===== src/rtl/capture_pkg.sv =====
// Constants and FSM encoding shared by the capture timer and its UART readout,
// so RAM depth and readout length come from one place.
package capture_pkg;

    localparam int         CAP_NUM_WORDS = 180;
    localparam int         CAP_ADDR_W    = 8;
    localparam int         CAP_BAUD_DIV  = 1736;
    localparam logic [7:0] CAP_HDR0      = 8'hA5;
    localparam logic [7:0] CAP_HDR1      = 8'h5A;

    typedef enum logic [3:0] {
        IDLE,
        SEND_H0,
        SEND_H1,
        RD_REQ,
        RD_WAIT,
        SEND_HI,
        SEND_LO,
        SEND_CHK,
        FIN
    } readout_state_t;

endpackage


===== src/rtl/uart_byte_tx.sv =====
// 8N1 byte serialiser, LSB first, idle high. txd is a registered copy of the
// shift register LSB, so the line moves one cycle after a byte is accepted.
module uart_byte_tx
    import capture_pkg::*;
#(
    parameter int BAUD_DIV = CAP_BAUD_DIV
) (
    input  logic       Clk,
    input  logic       Rst_n,
    input  logic       tx_start,
    input  logic [7:0] tx_data,
    output logic       tx_busy,
    output logic       tx_done,
    output logic       txd
);

    localparam int                CNT_W  = (BAUD_DIV > 1) ? $clog2(BAUD_DIV) : 1;
    localparam logic [CNT_W-1:0] RELOAD = CNT_W'(BAUD_DIV - 1);

    logic [CNT_W-1:0] baud_cnt;
    logic [3:0]       bit_idx;
    logic [9:0]       shreg;
    logic             active;

    // Stop bits and idle both shift in ones, so shreg is all ones when idle.
    always_ff @(posedge Clk or negedge Rst_n) begin
        if (!Rst_n) begin
            shreg    <= '1;
            active   <= 1'b0;
            bit_idx  <= '0;
            baud_cnt <= '0;
            txd      <= 1'b1;
        end else begin
            txd <= shreg[0];
            if (tx_start && !active) begin
                shreg    <= {1'b1, tx_data, 1'b0};
                active   <= 1'b1;
                bit_idx  <= '0;
                baud_cnt <= RELOAD;
            end else if (active) begin
                if (baud_cnt == '0) begin
                    baud_cnt <= RELOAD;
                    shreg    <= {1'b1, shreg[9:1]};
                    if (bit_idx == 4'd9) begin
                        active <= 1'b0;
                    end else begin
                        bit_idx <= bit_idx + 4'd1;
                    end
                end else begin
                    baud_cnt <= baud_cnt - CNT_W'(1);
                end
            end
        end
    end

    assign tx_busy = active;
    // Flags the final cycle of the stop bit so the next byte can follow closely.
    assign tx_done = active && (bit_idx == 4'd9) && (baud_cnt == '0);

endmodule


===== src/rtl/capture_uart_tx.sv =====
// Drains the capture RAM after a capture window and streams it over UART:
// two header bytes, every word MSB first, then a modulo-256 data checksum.
module capture_uart_tx
    import capture_pkg::*;
#(
    parameter int         BAUD_DIV  = CAP_BAUD_DIV,
    parameter int         NUM_WORDS = CAP_NUM_WORDS,
    parameter int         ADDR_W    = CAP_ADDR_W,
    parameter int         RD_LAT    = 2,
    parameter logic [7:0] HDR0      = CAP_HDR0,
    parameter logic [7:0] HDR1      = CAP_HDR1
) (
    input  logic              Clk,
    input  logic              Rst_n,
    input  logic              start,
    output logic              rd_en,
    output logic [ADDR_W-1:0] rd_addr,
    input  logic [15:0]       rd_data,
    output logic              txd,
    output logic              busy,
    output logic              done
);

    localparam int                 WAIT_W    = (RD_LAT > 1) ? $clog2(RD_LAT) : 1;
    localparam logic [WAIT_W-1:0] WAIT_LAST = WAIT_W'(RD_LAT - 1);
    localparam logic [ADDR_W-1:0] ADDR_LAST = ADDR_W'(NUM_WORDS - 1);

    readout_state_t    state, state_next;
    logic              issued, issued_next;
    logic [WAIT_W-1:0] wait_cnt;
    logic [15:0]       word_q;
    logic [7:0]        checksum;
    logic              tx_start, tx_busy, tx_done, byte_done;
    logic [7:0]        tx_data;

    uart_byte_tx #(.BAUD_DIV(BAUD_DIV)) u_tx (
        .Clk      (Clk),
        .Rst_n    (Rst_n),
        .tx_start (tx_start),
        .tx_data  (tx_data),
        .tx_busy  (tx_busy),
        .tx_done  (tx_done),
        .txd      (txd)
    );

    always_ff @(posedge Clk or negedge Rst_n) begin
        if (!Rst_n) begin
            state  <= IDLE;
            issued <= 1'b0;
        end else begin
            state  <= state_next;
            issued <= issued_next;
        end
    end

    // Each SEND_* state issues its byte once, then waits for that byte to finish.
    always_comb begin
        state_next  = state;
        issued_next = issued;
        tx_data     = 8'h00;
        tx_start    = 1'b0;
        byte_done   = issued && tx_done;
        if (state inside {SEND_H0, SEND_H1, SEND_HI, SEND_LO, SEND_CHK}) begin
            tx_start = !issued && !tx_busy;
        end
        if (tx_start) begin
            issued_next = 1'b1;
        end
        if (byte_done) begin
            issued_next = 1'b0;
        end
        case (state)
            IDLE:     if (start) state_next = SEND_H0;
            SEND_H0: begin
                tx_data = HDR0;
                if (byte_done) state_next = SEND_H1;
            end
            SEND_H1: begin
                tx_data = HDR1;
                if (byte_done) state_next = RD_REQ;
            end
            RD_REQ:   state_next = RD_WAIT;
            RD_WAIT:  if (wait_cnt == WAIT_LAST) state_next = SEND_HI;
            SEND_HI: begin
                tx_data = word_q[15:8];
                if (byte_done) state_next = SEND_LO;
            end
            SEND_LO: begin
                tx_data = word_q[7:0];
                if (byte_done) state_next = (rd_addr == ADDR_LAST) ? SEND_CHK : RD_REQ;
            end
            SEND_CHK: begin
                tx_data = checksum;
                if (byte_done) state_next = FIN;
            end
            FIN:      state_next = IDLE;
            default:  state_next = IDLE;
        endcase
    end

    // rd_addr doubles as the word index; it only returns to 0 when the frame ends.
    always_ff @(posedge Clk or negedge Rst_n) begin
        if (!Rst_n) begin
            busy     <= 1'b0;
            done     <= 1'b0;
            rd_en    <= 1'b0;
            rd_addr  <= '0;
            wait_cnt <= '0;
            word_q   <= '0;
            checksum <= '0;
        end else begin
            done <= (state == FIN);
            if (state == IDLE && start) begin
                busy     <= 1'b1;
                checksum <= '0;
            end
            if (state_next == RD_REQ) begin
                rd_en <= 1'b1;
            end
            if (state == RD_WAIT) begin
                if (wait_cnt == WAIT_LAST) begin
                    word_q   <= rd_data;
                    wait_cnt <= '0;
                end else begin
                    wait_cnt <= wait_cnt + WAIT_W'(1);
                end
            end
            if (tx_start && (state == SEND_HI || state == SEND_LO)) begin
                checksum <= checksum + tx_data;
            end
            if (state == SEND_LO && byte_done && rd_addr != ADDR_LAST) begin
                rd_addr <= rd_addr + ADDR_W'(1);
            end
            if (state == FIN) begin
                busy    <= 1'b0;
                rd_en   <= 1'b0;
                rd_addr <= '0;
            end
        end
    end

endmodule


===== config.mk =====
export PLATFORM = sky130hd
export DESIGN_NAME = capture_uart_tx
export DESIGN_NICKNAME = d
export VERILOG_FILES = /design/src/rtl/capture_pkg.sv /design/src/rtl/uart_byte_tx.sv /design/src/rtl/capture_uart_tx.sv
export SDC_FILE = /design/constraint.sdc
export NUM_CORES = 1
export LEC_CHECK = 0
export ABC_AREA = 1
export CAP_MARGIN = 20
export CORE_ASPECT_RATIO = 1.5
export CORE_MARGIN = 2
export CORE_UTILIZATION = 40
export CTS_BUF_LIST = sky130_fd_sc_hd__clkbuf_8
export DETAILED_ROUTE_END_ITERATION = 10
export GPL_TIMING_DRIVEN = 0
export PLACE_DENSITY = 0.71
export RECOVER_POWER = 50
export SYNTH_ARGS = -nofsm -noshare
export SYNTH_HDL_FRONTEND = slang
export SYNTH_HIERARCHICAL = 1
export SYNTH_SLANG_ARGS = --single-unit

===== constraint.sdc =====
create_clock -name Clk -period 2.3 [get_ports Clk]
set_input_delay 0.46 -clock Clk [delete_from_list [all_inputs] [get_ports Clk]]
set_output_delay 0.46 -clock Clk [all_outputs]
set_load 0.01 [all_outputs]

==> summary.md <==
| Metric | Value |
|---|---|
| Outcome | `finished with violations` |
| Failing checks | `capacitance limit, slew limit, setup timing` |
| Routed Antenna Nets | `0` |
| Final HPWL DP | `between 6000 and 7000 um` |
| Number of global-route vias before repair | `3424` |
| Clock Sinks | `67` |
| Arrival @ worst endpoint | `2.56 ns` |
| Total I/O pin count | `31` |
| Reg-to-reg startpoint | `state[3]` |
| Latest clock arrival within the worst-skew pair | `0.36 ns` |
| Area Overhead vs Synth | `29.5%` |
| Post-synthesis instance total | `464` |
| Filler cell count | `~830` |
| Register area | `around 1700 um^2` |
| Antenna Diode Count | `0` |
| Post-Route WL | `~9600 um` |
| Final Hold Fails | `0` |
| # hold bufs at CTS | `0` |
| Relative max-transition margin | `-10.5%` |
| Via count | `3408` |
| First-pass GRT wire length | `15300 um` |
| Worst Setup Path Type | `flop to flop` |
| Async SR Flop Fraction | `between 90% and 100%` |
| Final setup vio count | `4` |
| RSZ-0062 raised after global routing | `yes` |
| DR WL/cell | `14.5 um` |
| CTS tree | `yes` |
| Total core area | `9520 um^2` |
| Initial antenna violation count | `0` |
| Hold path start | `u_tx/shreg[0]` |
| Final period utilization | `102%` |
| Initial DRC count | `224` |
| Initial Util | `40.6%` |
| Area of the multi-input gates | `2050 um^2` |
| Final WS setup | `-0.0354 ns` |
| Number of synthesized register bits | `between 60 and 70` |
| Fmax | `428 MHz` |
| Die X | `84.3 um` |
| DRC Markers | `0` |
| Die area | `10500 um^2` |
| Seq/Total Area, Yosys | `43.7%` |
| Global route overflow | `0` |
| Unique masters post-synth | `40` |
| Avg Inst Size Synth | `8.34 um^2` |
| Critical path required time | `2.52 ns` |
| Worst Setup SP | `state[3]` |
| Worst hold path depth | `0` |
| Clk pin slew, worst setup/hold paths | `0.07 ns` |
| GRT Util Overall | `~18%` |
| Total Nets Final | `~570` |
| Setup TNS | `-0.0718 ns` |
| Leakage | `2.41 nW` |
| Number of max-cap violations | `1` |
| Die Y | `124 um` |
| Row count | `44` |
| Most frequent cells in the layout | `nand2_1, inv_1, dfrtp_1` |
| Layout cells sized above 1 | `around 28%` |
| VDD IR max | `0.381 mV` |
| Worst slew pin tran | `1.66 ns` |
| Clk_skew | `0.00929 ns` |
| Most common cell after layout, fill and taps aside | `nand2_1` |
| Final Core Density | `a little over half` |
| Num CTS Buffers | `9` |
| Largest buffer count on any clock path | `2` |
| Tmin final | `2.34 ns` |
| Worst setup EP type | `flop` |
| H-tree Lvls | `3` |
| Largest net degree at the start of global routing | `68` |
| DR vias/cell | `5.16` |
| Post-synth EDFFs | `0` |
| Mapped Nets | `496` |
| Final Max Slew Viols | `68` |
| PwrDens | `between 400 and 500 nW/um^2` |
| Crit start category | `flop` |
| CP max FO | `8` |
| PortBufs | `30` |
| Drt first pass iters | `4` |
| Global placement routability congestion | `0.850` |
| Root buffer cell | `clkbuf_8` |
| HP Class | `flop to flop` |
| Worst-case reg-to-reg path depth | `12` |
| Ys Warns | `6` |
| Top_reg_cell synth | `dfrtp_1` |
| Mapped Area | `a little under 4000 um^2` |
cells by family (layout without fill, tap and decap cells):
group,Yosys count,after routing,synth area share (%)
mux,15,15,5.14
fa+ha+maj,13,13,4.40
simple gates,225,225,27.2
compound gates,59,59,8.80
buf+inv,75,156,8.51
xor+xnor,10,10,2.26
flops,67,67,43.7
report_power, final:
group / switching (W) / internal, W / total, W
Sequential: 0.00000831 / 0.00119 / 0.00120
Combinational: 0.0000293 / 0.0000393 / 0.0000686
Clock: 0.000438 / 0.000578 / 0.00102
Total: 0.000475 / 0.00181 / 0.00229
Yosys cell counts, drive strengths merged, types with 4 or more instances:
library cell | instances | share of area, %
a21oi | 10 | 1.4
buf | 5 | 1.4
dfrtp | 57 | 37
dfstp | 10 | 6.8
ha | 12 | 3.9
inv | 69 | 6.7
mux2 | 15 | 5.1
nand2 | 117 | 13
nand3 | 40 | 5.6
nand4 | 8 | 1.3
nor2 | 51 | 6.0
nor3 | 5 | 0.94
o2111ai | 4 | 0.91
o21ai | 38 | 5.1
xor2 | 8 | 1.8
path summary, 6_finish.rpt:
check	slack, ns	to
max	-0.04	checksum[6]
min	0.38	u_tx/txd
max reg2reg	-0.04	checksum[6]
min reg2reg	0.38	u_tx/txd
max in group asynchronous	0.67	state[3]
min in group asynchronous	0.51	state[0]
sequential cells by signal, summed over array words and instances, names as in the netlist:
name,cells
rd_en,1
busy,1
done,1
wait_cnt,1
u_tx/bit_idx,4
checksum,8
u_tx/txd,1
u_tx/baud_cnt,11
word_q,16
u_tx/shreg,9
u_tx/tx_busy,1
rd_addr,8
state,4
issued,1
layout make-up:
type	count	share of cell area [%]
Multi-Input combinational cell	322	41.0
Sequential cell	67	33.8
Timing Repair Buffer	65	11.5
Inverter	70	5.62
Clock buffer	12	3.30
Tap cell	115	2.87
Buffer	5	1.05
Clock inverter	4	0.825
through the flow:
| stage | power [W] | hold WS (ns) | instances | setup WS [ns] | instance area [um^2] |
|---|---|---|---|---|---|
| after floorplan | 0.00124 | 0.164 | 464 | 0.0658 | 3870 |
| after global placement | 0.00129 | 0.357 | 609 | -1.48 | 4310 |
| after detailed placement | 0.00129 | 0.365 | 609 | -0.486 | 4310 |
| after CTS | 0.00231 | 0.239 | 646 | 0.00711 | 4750 |
| after global routing | 0.00237 | 0.398 | 660 | -0.177 | 5010 |
| final | 0.00229 | 0.376 | 660 | -0.0354 | 5010 |
worst max-delay path, stage by stage, from the launching register on:
cell	delay, ns
dfrtp_2	0.46
buf_12	0.16
nor2_4	0.13
nand2_4	0.11
o211ai_1	0.27
ha_2	0.25
fa_2	0.26
buf_6	0.12
nand4_1	0.15
nand3_1	0.12
nand2_1	0.05
nand3_1	0.07
o21ai_1	0.06
timing repair:
action / 4_1_cts / 5_1_grt
pin swaps: 5 / 28
buffers inserted: 21 / 14
endpoints found under the setup margin: 7 / 35
gates resized for setup: 24 / 47
routing by layer:
metal / up-vias / share of wire (%) / GRT usage [%]
li1: 1654 / - / -
met1: 1639 / 37 / 18.7
met2: 81 / 55 / 32.5
met3: 34 / 3.0 / 3.31
met4: 0 / 5.3 / 11.7
met5: - / 0 / 0
Power figures use the tool's default switching activity.
==> RTL change (config.mk and constraints unchanged) <==
Add an input register stage for `rd_data`, without a reset; this delays it by one clock. The other inputs are not delayed to match.
--- a/src/rtl/capture_uart_tx.sv
+++ b/src/rtl/capture_uart_tx.sv
@@ -24,6 +24,12 @@
     localparam int                 WAIT_W    = (RD_LAT > 1) ? $clog2(RD_LAT) : 1;
     localparam logic [WAIT_W-1:0] WAIT_LAST = WAIT_W'(RD_LAT - 1);
     localparam logic [ADDR_W-1:0] ADDR_LAST = ADDR_W'(NUM_WORDS - 1);
+
+    logic [15:0] rd_data_q;
+
+    always_ff @(posedge Clk) begin
+        rd_data_q <= rd_data;
+    end
 
     readout_state_t    state, state_next;
     logic              issued, issued_next;
@@ -119,7 +125,7 @@
             end
             if (state == RD_WAIT) begin
                 if (wait_cnt == WAIT_LAST) begin
-                    word_q   <= rd_data;
+                    word_q   <= rd_data_q;
                     wait_cnt <= '0;
                 end else begin
                     wait_cnt <= wait_cnt + WAIT_W'(1);
Formal check against the unedited RTL: no difference found for any inputs over 10 cycles, from zero or initial values and one cycle with Rst_n low; that may be too few to reach the edited logic, so the function may still have changed.
==> RTL change against the original RTL <==
The flow still finishes with violations (capacitance limit, slew limit, setup timing); total power is 14% higher; maximum frequency is 1.7% lower; combinational power is 34% lower; setup slack worse by 0.040 ns; die area is 8.1% higher; clock power is 6% higher; sequential cell count is 16 higher; non-clock buffer count is 4 lower; routed wire length is 4.2% higher; cell area is 7.8% higher; worst hold slack worse by 0.0039 ns; core utilization is 0.38 points higher; area after synthesis is 8.5% higher.
==> RTL change: results (changes against the original RTL) <==
\begin{tabular}{lr}
\hline
Metric & Value \\
\hline
\multicolumn{2}{l}{\textbf{Status}} \\
\quad Status & finished with violations \\
\quad Violations in the final reports & capacitance limit, slew limit, setup timing \\
\multicolumn{2}{l}{\textbf{Worst setup path}} \\
\quad Largest fanout of any net on the critical path & 6 (-2) \\
\multicolumn{2}{l}{\textbf{Placed design}} \\
\quad Post-detailed-placement half-perimeter wirelength & 6.41 mm (+4.1\%) \\
\quad Total instance count after detailed placement & 684 (+12\%) \\
\multicolumn{2}{l}{\textbf{Cells and area}} \\
\quad Largest registers & rd\_data\_q x16, word\_q x16, u\_tx/baud\_cnt x11 \\
\quad Fillcell total & 908 (+9.1\%) \\
\quad Cell Count, Final, Fillers Out & 731 (+11\%) \\
\quad Share of layout cells above drive strength 1 & 24.2\% (-3.7 points) \\
\multicolumn{2}{l}{\textbf{Synth}} \\
\quad Sequential-to-total area share from yosys stat & 47.9\% (+4.2 points) \\
\quad Gate count after technology mapping & 513 (+11\%) \\
\quad Share of the synthesized netlist area taken by xor and xnor gates & 1.88\% (-0.39 points) \\
\quad Synthesized-area fraction occupied by ao, oa, aoi and oai cells & 9.22\% (+0.42 points) \\
\quad Portion of netlist area occupied by mux cells & 0\% (-5.1 points) \\
\quad Synth top area cells & sky130\_fd\_sc\_hd\_\_dfrtp\_1 (34\%), sky130\_fd\_sc\_hd\_\_nand2\_1 (13\%), sky130\_fd\_sc\_hd\_\_dfxtp\_1 (7.6\%), sky130\_fd\_sc\_hd\_\_dfstp\_2 (6.3\%), sky130\_fd\_sc\_hd\_\_inv\_1 (6.1\%) \\
\quad Synth unique cells & 41 (+2.5\%) \\
\quad Nets in the synthesized netlist & 545 (+9.9\%) \\
\multicolumn{2}{l}{\textbf{Route}} \\
\quad DRT iter0 DRCs & 254 (+13\%) \\
\quad Overall via count from detail\_route & 3662 (+7.5\%) \\
\quad DR WL/cell & 13.6 µm (-5.9\%) \\
\multicolumn{2}{l}{\textbf{Run}} \\
\quad Total of max-cap violations & 1 (unchanged) \\
\multicolumn{2}{l}{\textbf{Global route}} \\
\quad Overall Global Routing Usage & 18.5\% (+0.48 points) \\
\multicolumn{2}{l}{\textbf{STA}} \\
\quad Count of final max-slew check failures & 68 (unchanged) \\
\quad Total setup violations reported at the end of the flow & 3 (-1) \\
\quad Final setup TNS & -0.194 ns (-0.122 ns) \\
\quad Minimum setup slack in the final design & -0.0755 ns (-0.0401 ns) \\
\multicolumn{2}{l}{\textbf{Power and ir drop}} \\
\quad Static power due to leakage & 2.55 nW (+6.0\%) \\
\hline
\end{tabular}
-- RTL change: final cells by class --
type | instances | area [µm²] | share of cell area [%]
Multi-Input combinational cell | 346 | 2080 | 38.5
Clock inverter | 7 | 75.1 | 1.39
Tap cell | 141 | 176 | 3.27
Timing Repair Buffer | 61 | 553 | 10.2
Inverter | 79 | 333 | 6.17
Buffer | 5 | 45.0 | 0.835
Sequential cell | 83 | 2010 | 37.3
Clock buffer | 9 | 124 | 2.30
-- RTL change: worst paths after layout --
path	from	cells past startpoint	slack, ns	endpoint
worst max-delay path	state[3]$_DFF_PN0_	16	-0.08	checksum[5]$_DFFE_PN0P_
worst min-delay path	u_tx/shreg[0]$_DFFE_PN1P_	0	0.37	u_tx/txd$_DFF_PN1_
worst max register to register	state[3]$_DFF_PN0_	16	-0.08	checksum[5]$_DFFE_PN0P_
worst min register to register	u_tx/shreg[0]$_DFFE_PN1P_	0	0.37	u_tx/txd$_DFF_PN1_
max in group asynchronous	Rst_n	1	0.67	state[2]$_DFF_PN0_
min in group asynchronous	Rst_n	1	0.51	checksum[2]$_DFFE_PN0P_
-- RTL change: repair_timing --
action                     in CTS  in global routing
setup buffers                  21                 11
gates resized for setup        27                 46
pin swaps                       8                 18
setup endpoints to repair       5                 30
-- RTL change: metal layers --
| layer | global-route usage [%] | wire [µm] | vias up |
|---|---|---|---|
| li1 | - | - | 1787 |
| met1 | 20.6 | 3940 | 1746 |
| met2 | 31.7 | 5190 | 91 |
| met3 | 3.06 | 314 | 38 |
| met4 | 13.0 | 532 | 0 |
| met5 | 0 | 0 | - |
-- RTL change: report_power, final --
group	leakage [nW]	internal (W)	switching (W)	total (W)
clock	0.0981	0.000509	0.000570	0.00108
sequential	0.932	0.00147	0.00000358	0.00147
combinational	1.52	0.0000199	0.0000256	0.0000454
